File: src/rtl/freq_rotate.sv
// freq_rotate: multiplies each FFT bin by a Q1.15 (cos_k, sin_k) pair
// read by bin index, ahead of the zoom stage. Latency is 3 cycles.
//
// Ports:
//   clk, rst_n              clock, async active-low reset
//   i_mode                  operating mode; block runs when == ACTIVE_MODE
//   i_fft_I/Q_data          signed FFT sample
//   i_fft_valid/last        sample framing (no backpressure)
//   o_ram_rot_addr          coefficient RAM address (index of next sample)
//   i_ram_cos/sin           Q1.15 coefficients, 1-cycle read latency
//   o_rotate_I/Q_data       rotated sample, held while valid is low
//   o_rotate_valid/last     output framing
//   o_frame_err             one-cycle pulse on a frame-length violation
module freq_rotate #(
  parameter int         FFT_POINT   = 8192,
  parameter int         ADDR_WIDTH  = 14,
  parameter logic [7:0] ACTIVE_MODE = 8'd4
) (
  input  logic                  clk,
  input  logic                  rst_n,
  input  logic [7:0]            i_mode,
  input  logic signed [15:0]    i_fft_I_data,
  input  logic signed [15:0]    i_fft_Q_data,
  input  logic                  i_fft_valid,
  input  logic                  i_fft_last,
  output logic [ADDR_WIDTH-1:0] o_ram_rot_addr,
  input  logic signed [15:0]    i_ram_cos,
  input  logic signed [15:0]    i_ram_sin,
  output logic signed [15:0]    o_rotate_I_data,
  output logic signed [15:0]    o_rotate_Q_data,
  output logic                  o_rotate_valid,
  output logic                  o_rotate_last,
  output logic                  o_frame_err
);

  typedef enum logic {
    IDLE = 1'b0,
    WORK = 1'b1
  } state_e;

  localparam logic [ADDR_WIDTH-1:0] LAST_ADDR =
    ADDR_WIDTH'(FFT_POINT - 1);

  // control
  state_e                state_q, state_d;
  logic                  in_frame_q, in_frame_d;
  logic [ADDR_WIDTH-1:0] addr_q, addr_d;
  logic                  err_q, err_d;
  logic                  mode_on;
  logic                  accept;
  logic                  at_end;

  // stage 1
  logic signed [15:0]    s1_i_q, s1_i_d;
  logic signed [15:0]    s1_q_q, s1_q_d;
  logic                  s1_vld_q, s1_vld_d;
  logic                  s1_last_q, s1_last_d;

  // stage 2
  logic signed [31:0]    p_ac, p_bs, p_as, p_bc;
  logic signed [32:0]    s2_isum_q, s2_isum_d;
  logic signed [32:0]    s2_qsum_q, s2_qsum_d;
  logic                  s2_vld_q, s2_vld_d;
  logic                  s2_last_q, s2_last_d;

  // stage 3
  logic signed [15:0]    out_i_q, out_i_d;
  logic signed [15:0]    out_q_q, out_q_d;
  logic                  out_vld_q, out_vld_d;
  logic                  out_last_q, out_last_d;

  assign mode_on = (i_mode == ACTIVE_MODE);
  assign accept  = (state_q == WORK) && i_fft_valid;
  assign at_end  = (addr_q == LAST_ADDR);

  // Round half up at bit 14, drop 15 fraction bits, clamp to 16 bits.
  function automatic logic signed [15:0] rnd_sat(
    input logic signed [32:0] x
  );
    logic signed [17:0] sh;
    sh = 18'((x + 33'sd16384) >>> 15);
    if (sh > 18'sd32767)
      rnd_sat = 16'sh7fff;
    else if (sh < -18'sd32768)
      rnd_sat = 16'sh8000;
    else
      rnd_sat = sh[15:0];
  endfunction

  // Tracks frame boundaries in every state so a frame already
  // running when the mode turns on is skipped as a whole.
  always_comb begin
    in_frame_d = in_frame_q;
    if (i_fft_valid)
      in_frame_d = !i_fft_last;
  end

  always_comb begin
    state_d = state_q;
    addr_d  = addr_q;
    err_d   = 1'b0;
    unique case (state_q)
      IDLE: begin
        addr_d = '0;
        if (mode_on && !in_frame_q && !i_fft_valid)
          state_d = WORK;
      end
      WORK: begin
        if (accept) begin
          if (i_fft_last || at_end)
            addr_d = '0;
          else
            addr_d = addr_q + ADDR_WIDTH'(1);
          // short frame (last early) or long frame (no last at end)
          err_d = i_fft_last ^ at_end;
          if (i_fft_last && !mode_on)
            state_d = IDLE;
        end
      end
      default: state_d = IDLE;
    endcase
  end

  // S1: capture the sample; the RAM word for its address lands
  // in the same cycle this stage is presented to S2.
  always_comb begin
    s1_vld_d  = accept;
    s1_last_d = accept && i_fft_last;
    s1_i_d    = accept ? i_fft_I_data : s1_i_q;
    s1_q_d    = accept ? i_fft_Q_data : s1_q_q;
  end

  // S2: (a + jb)(c + js) = (ac - bs) + j(as + bc)
  always_comb begin
    p_ac      = 32'(s1_i_q) * 32'(i_ram_cos);
    p_bs      = 32'(s1_q_q) * 32'(i_ram_sin);
    p_as      = 32'(s1_i_q) * 32'(i_ram_sin);
    p_bc      = 32'(s1_q_q) * 32'(i_ram_cos);
    s2_vld_d  = s1_vld_q;
    s2_last_d = s1_last_q;
    s2_isum_d = s2_isum_q;
    s2_qsum_d = s2_qsum_q;
    if (s1_vld_q) begin
      s2_isum_d = 33'(p_ac) - 33'(p_bs);
      s2_qsum_d = 33'(p_as) + 33'(p_bc);
    end
  end

  // S3: round, saturate, hold data across gaps.
  always_comb begin
    out_vld_d  = s2_vld_q;
    out_last_d = s2_last_q;
    out_i_d    = out_i_q;
    out_q_d    = out_q_q;
    if (s2_vld_q) begin
      out_i_d = rnd_sat(s2_isum_q);
      out_q_d = rnd_sat(s2_qsum_q);
    end
  end

  always_ff @(posedge clk or negedge rst_n) begin
    if (!rst_n) begin
      state_q    <= IDLE;
      in_frame_q <= 1'b0;
      addr_q     <= '0;
      err_q      <= 1'b0;
      s1_i_q     <= '0;
      s1_q_q     <= '0;
      s1_vld_q   <= 1'b0;
      s1_last_q  <= 1'b0;
      s2_isum_q  <= '0;
      s2_qsum_q  <= '0;
      s2_vld_q   <= 1'b0;
      s2_last_q  <= 1'b0;
      out_i_q    <= '0;
      out_q_q    <= '0;
      out_vld_q  <= 1'b0;
      out_last_q <= 1'b0;
    end else begin
      state_q    <= state_d;
      in_frame_q <= in_frame_d;
      addr_q     <= addr_d;
      err_q      <= err_d;
      s1_i_q     <= s1_i_d;
      s1_q_q     <= s1_q_d;
      s1_vld_q   <= s1_vld_d;
      s1_last_q  <= s1_last_d;
      s2_isum_q  <= s2_isum_d;
      s2_qsum_q  <= s2_qsum_d;
      s2_vld_q   <= s2_vld_d;
      s2_last_q  <= s2_last_d;
      out_i_q    <= out_i_d;
      out_q_q    <= out_q_d;
      out_vld_q  <= out_vld_d;
      out_last_q <= out_last_d;
    end
  end

  assign o_ram_rot_addr  = addr_q;
  assign o_frame_err     = err_q;
  assign o_rotate_I_data = out_i_q;
  assign o_rotate_Q_data = out_q_q;
  assign o_rotate_valid  = out_vld_q;
  assign o_rotate_last   = out_last_q;

endmodule

File: config.mk
export PLATFORM = sky130hd
export DESIGN_NAME = freq_rotate
export DESIGN_NICKNAME = d
export VERILOG_FILES = /design/src/rtl/freq_rotate.sv
export SDC_FILE = /design/constraint.sdc
export NUM_CORES = 2
export LEC_CHECK = 0
export CORE_MARGIN = 2
export CORE_UTILIZATION = 43
export CTS_BUF_LIST = sky130_fd_sc_hd__clkbuf_16
export CTS_CLUSTER_SIZE = 12
export DETAILED_ROUTE_END_ITERATION = 8
export GPL_TIMING_DRIVEN = 1
export HOLD_SLACK_MARGIN = 0.12
export PLACE_DENSITY = 0.58
export SETUP_SLACK_MARGIN = 0.3
export SLEW_MARGIN = 20
export SYNTH_ARGS = -nofsm -noshare
export SYNTH_HDL_FRONTEND = slang
export SYNTH_SLANG_ARGS = --single-unit
File: constraint.sdc
create_clock -name clk -period 9.3 [get_ports clk]
set_input_delay 0.93 -clock clk [delete_from_list [all_inputs] [get_ports clk]]
set_output_delay 0.93 -clock clk [all_outputs]
set_load 0.03 [all_outputs]
==> reports/results.ini <==
[layout]
antennaDiodeCount = 0
nets = 6327
area_growth_syn_to_layout_pct = 8.11
final_common_cell = inv_1
drive_above_1_share = 0.0485
fill_cells = 10200
final_cells = 6177
mostFrequentLayoutCells = 1286 x inv_1, 1172 x fa_1, 553 x nand2_1

[logic_synthesis]
syn_area_um2 = 45300
yosysWarnings = 0
seq_area_frac_synth = 0.0691
ys_async_sr_fraction = 1.00
synth_nets = 6293
ys_types = 72
avgSynthCellArea_um2 = 9.55
synth_edf_count = 0
syn_inst = 4739
synth_flop_cell = dfrtp_1
synth_seq_cells = 125

[detailed_routing]
vias_per_cell = 4.97
drt-total-wl_um = 119000
vias = 30700
drt_iter0_markers = 1664
route.detailed.drc = 0
first_pass_iters = 5
ant_nets = 0
wl_per_cell_um = 19.3

[floorplan]
initial_core_util = 0.432
io_pins = 125
die_height_um = 328
die_w_um = 328
die_area_um2 = 108000
row_count = 119
core_um2 = 105000

[global_route]
grt_usage = 0.240
grt_pass1_wl_um = 197000
grt_pass1_vias = 34300
grt_max_degree = 70
antenna_found_initial = 7
grt.overflow.total = 0

[placement]
dp_hpwl_um = 100000
port-buffer-count = 124
place.gp.congestion = 0.886
place_inst = 6145

[min_path]
min_path_type = flop to flop

[cts]
cts_resized = 0
postCtsHoldBufs = 0
cts_sinks = 125
ctsLongestPathBuffers = 2
cts-buffers-inserted = 17
path_clk_slew_ns = 0.08
h-tree-depth = 4
cts_tree = done
insertion_delay_ns = 0.51
cts_root_buf = clkbuf_16
post_cts_buffers = 0

[setup_path]
start_kind = input pin
cp.arrival_ns = 9.00
critPathRequiredTime_ns = 9.69
criticalPathCategory = input pin to flop
worstPathMaxFanout = 10
endpoint_kind = flop

[timing]
hold_viol = 0
fmax_ghz = 0.116
min_period_ns = 8.60
slew_violations = 0
tns_ns = 0
fin_skew_ns = 0.0255
period_share = 0.925
setup_viol = 0
rsz0062_at_grt = false
tightest_slew_ns = 1.11
slew-limit-headroom = 0.262

[job]
max_cap_violations = 0

[status]
status = finished, final reports clean

critical path: stages:
cell	delay [ns]
clkdlybuf4s50_1	0.75
nand2_1	0.26
inv_1	0.11
fa_1	0.68
inv_1	0.14
fa_1	0.50
inv_1	0.06
fa_1	0.50
inv_1	0.05
fa_1	0.53
inv_1	0.05
fa_1	0.47
fa_1	0.50
fa_1	0.51
inv_1	0.05
fa_1	0.47
inv_1	0.04
ha_1	0.31
a211oi_1	0.25
nand2_1	0.09
o31ai_1	0.45
buf_4	0.20
and2_1	0.20
o21a_1	0.25
o21ai_0	0.17
xor2_1	0.17
mux2_2	0.27
flip-flops by register name, indices dropped and copies added, names as in the netlist:
signal / cells
o_ram_rot_addr: 14
s1_vld_q: 1
o_rotate_valid: 1
in_frame_q: 1
s1_i_q: 16
s2_qsum_q: 19
state_q: 1
s1_q_q: 16
o_rotate_I_data: 16
o_rotate_Q_data: 16
o_rotate_last: 1
s1_last_q: 1
o_frame_err: 1
s2_isum_q: 19
out_vld_d: 1
out_last_d: 1
metrics by stage:
step | utilization | instance area, µm² | setup slack (ns) | hold slack, ns
after floorplan | - | 45300 | 1.49 | 0.331
after global placement | 0.461 | 48300 | 0.309 | 0.331
after detailed placement | 0.461 | 48300 | 0.246 | 0.337
after CTS | 0.467 | 48900 | 0.779 | 0.351
after global routing | 0.467 | 48900 | 0.341 | 0.354
final | 0.467 | 48900 | 0.699 | 0.348
synth_stat cells (all sizes together), types with 2 or more instances:
cell / n / share of area
a211o: 3 / 0.00058
a211oi: 5 / 0.00083
a21boi: 3 / 0.00050
a21o: 18 / 0.0030
a21oi: 79 / 0.010
a22oi: 3 / 0.00050
a311oi: 3 / 0.00072
a31o: 3 / 0.00058
a31oi: 9 / 0.0012
and2: 472 / 0.065
and3: 12 / 0.0017
and4: 3 / 0.00058
buf: 6 / 0.0013
clkbuf: 213 / 0.018
dfrtp: 125 / 0.069
fa: 1172 / 0.52
ha: 306 / 0.085
inv: 1286 / 0.11
mux2: 50 / 0.012
mux2i: 3 / 0.00066
nand2: 553 / 0.046
nand2b: 28 / 0.0039
nand3: 30 / 0.0034
nand3b: 2 / 0.00033
nand4: 15 / 0.0022
nand4b: 2 / 0.00039
nor2: 110 / 0.0091
nor2b: 6 / 0.00083
nor3: 20 / 0.0026
o2111ai: 2 / 0.00039
o211a: 3 / 0.00066
o211ai: 8 / 0.0013
o21a: 10 / 0.0017
o21ai: 43 / 0.0048
o21bai: 4 / 0.00066
o311ai: 2 / 0.00077
o31ai: 10 / 0.0017
or2: 3 / 0.00041
or3: 6 / 0.00094
xnor2: 66 / 0.013
xor2: 27 / 0.0052
final timing paths:
check / from / end / slack [ns] / cells past startpoint
worst max-delay path: i_ram_cos[0] / s2_isum_q[27] / 0.70 / 27
worst min-delay path: out_last_d / o_rotate_last / 0.35 / 0
worst max register to register: s1_q_q[15] / s2_qsum_q[29] / 1.13 / 22
worst min register to register: out_last_d / o_rotate_last / 0.35 / 0
max in group asynchronous: rst_n / out_vld_d / 7.30 / 2
min in group asynchronous: rst_n / s1_q_q[7] / 0.46 / 1
cell type report:
| cell class | count | area (µm²) | area share |
|---|---|---|---|
| well taps | 1391 | 1740 | 0.0356 |
| clock inverters | 15 | 173 | 0.00353 |
| clock buffers | 17 | 425 | 0.00870 |
| repair buffers | 234 | 2180 | 0.0446 |
| multi-input cells | 3109 | 36400 | 0.745 |
| inverters | 1286 | 4830 | 0.0987 |
| flip-flops and latches | 125 | 3130 | 0.0640 |
layer usage:
| metal | vias to the layer above | GRT usage | part of all wire |
|---|---|---|---|
| li1 | 13600 | - | - |
| met1 | 16200 | 0.323 | 0.42 |
| met2 | 744 | 0.398 | 0.49 |
| met3 | 161 | 0.0343 | 0.052 |
| met4 | 4 | 0.0869 | 0.042 |
| met5 | - | 0 | 0.00020 |
kinds of logic after synthesis:
family                   count (synthesis)  synth area share
multiplexers                            53            0.0131
AND/OR/NAND/NOR                       1268             0.139
XOR/XNOR                                93            0.0180
adder cells (fa/ha/maj)               1478             0.603
AO/OA/AOI/OAI                          217            0.0324
buffers and inverters                 1505             0.126
flip-flops                             125            0.0691
Power is not shown: default switching activity piles up to over one toggle a cycle in this logic, so the estimate is an artifact.
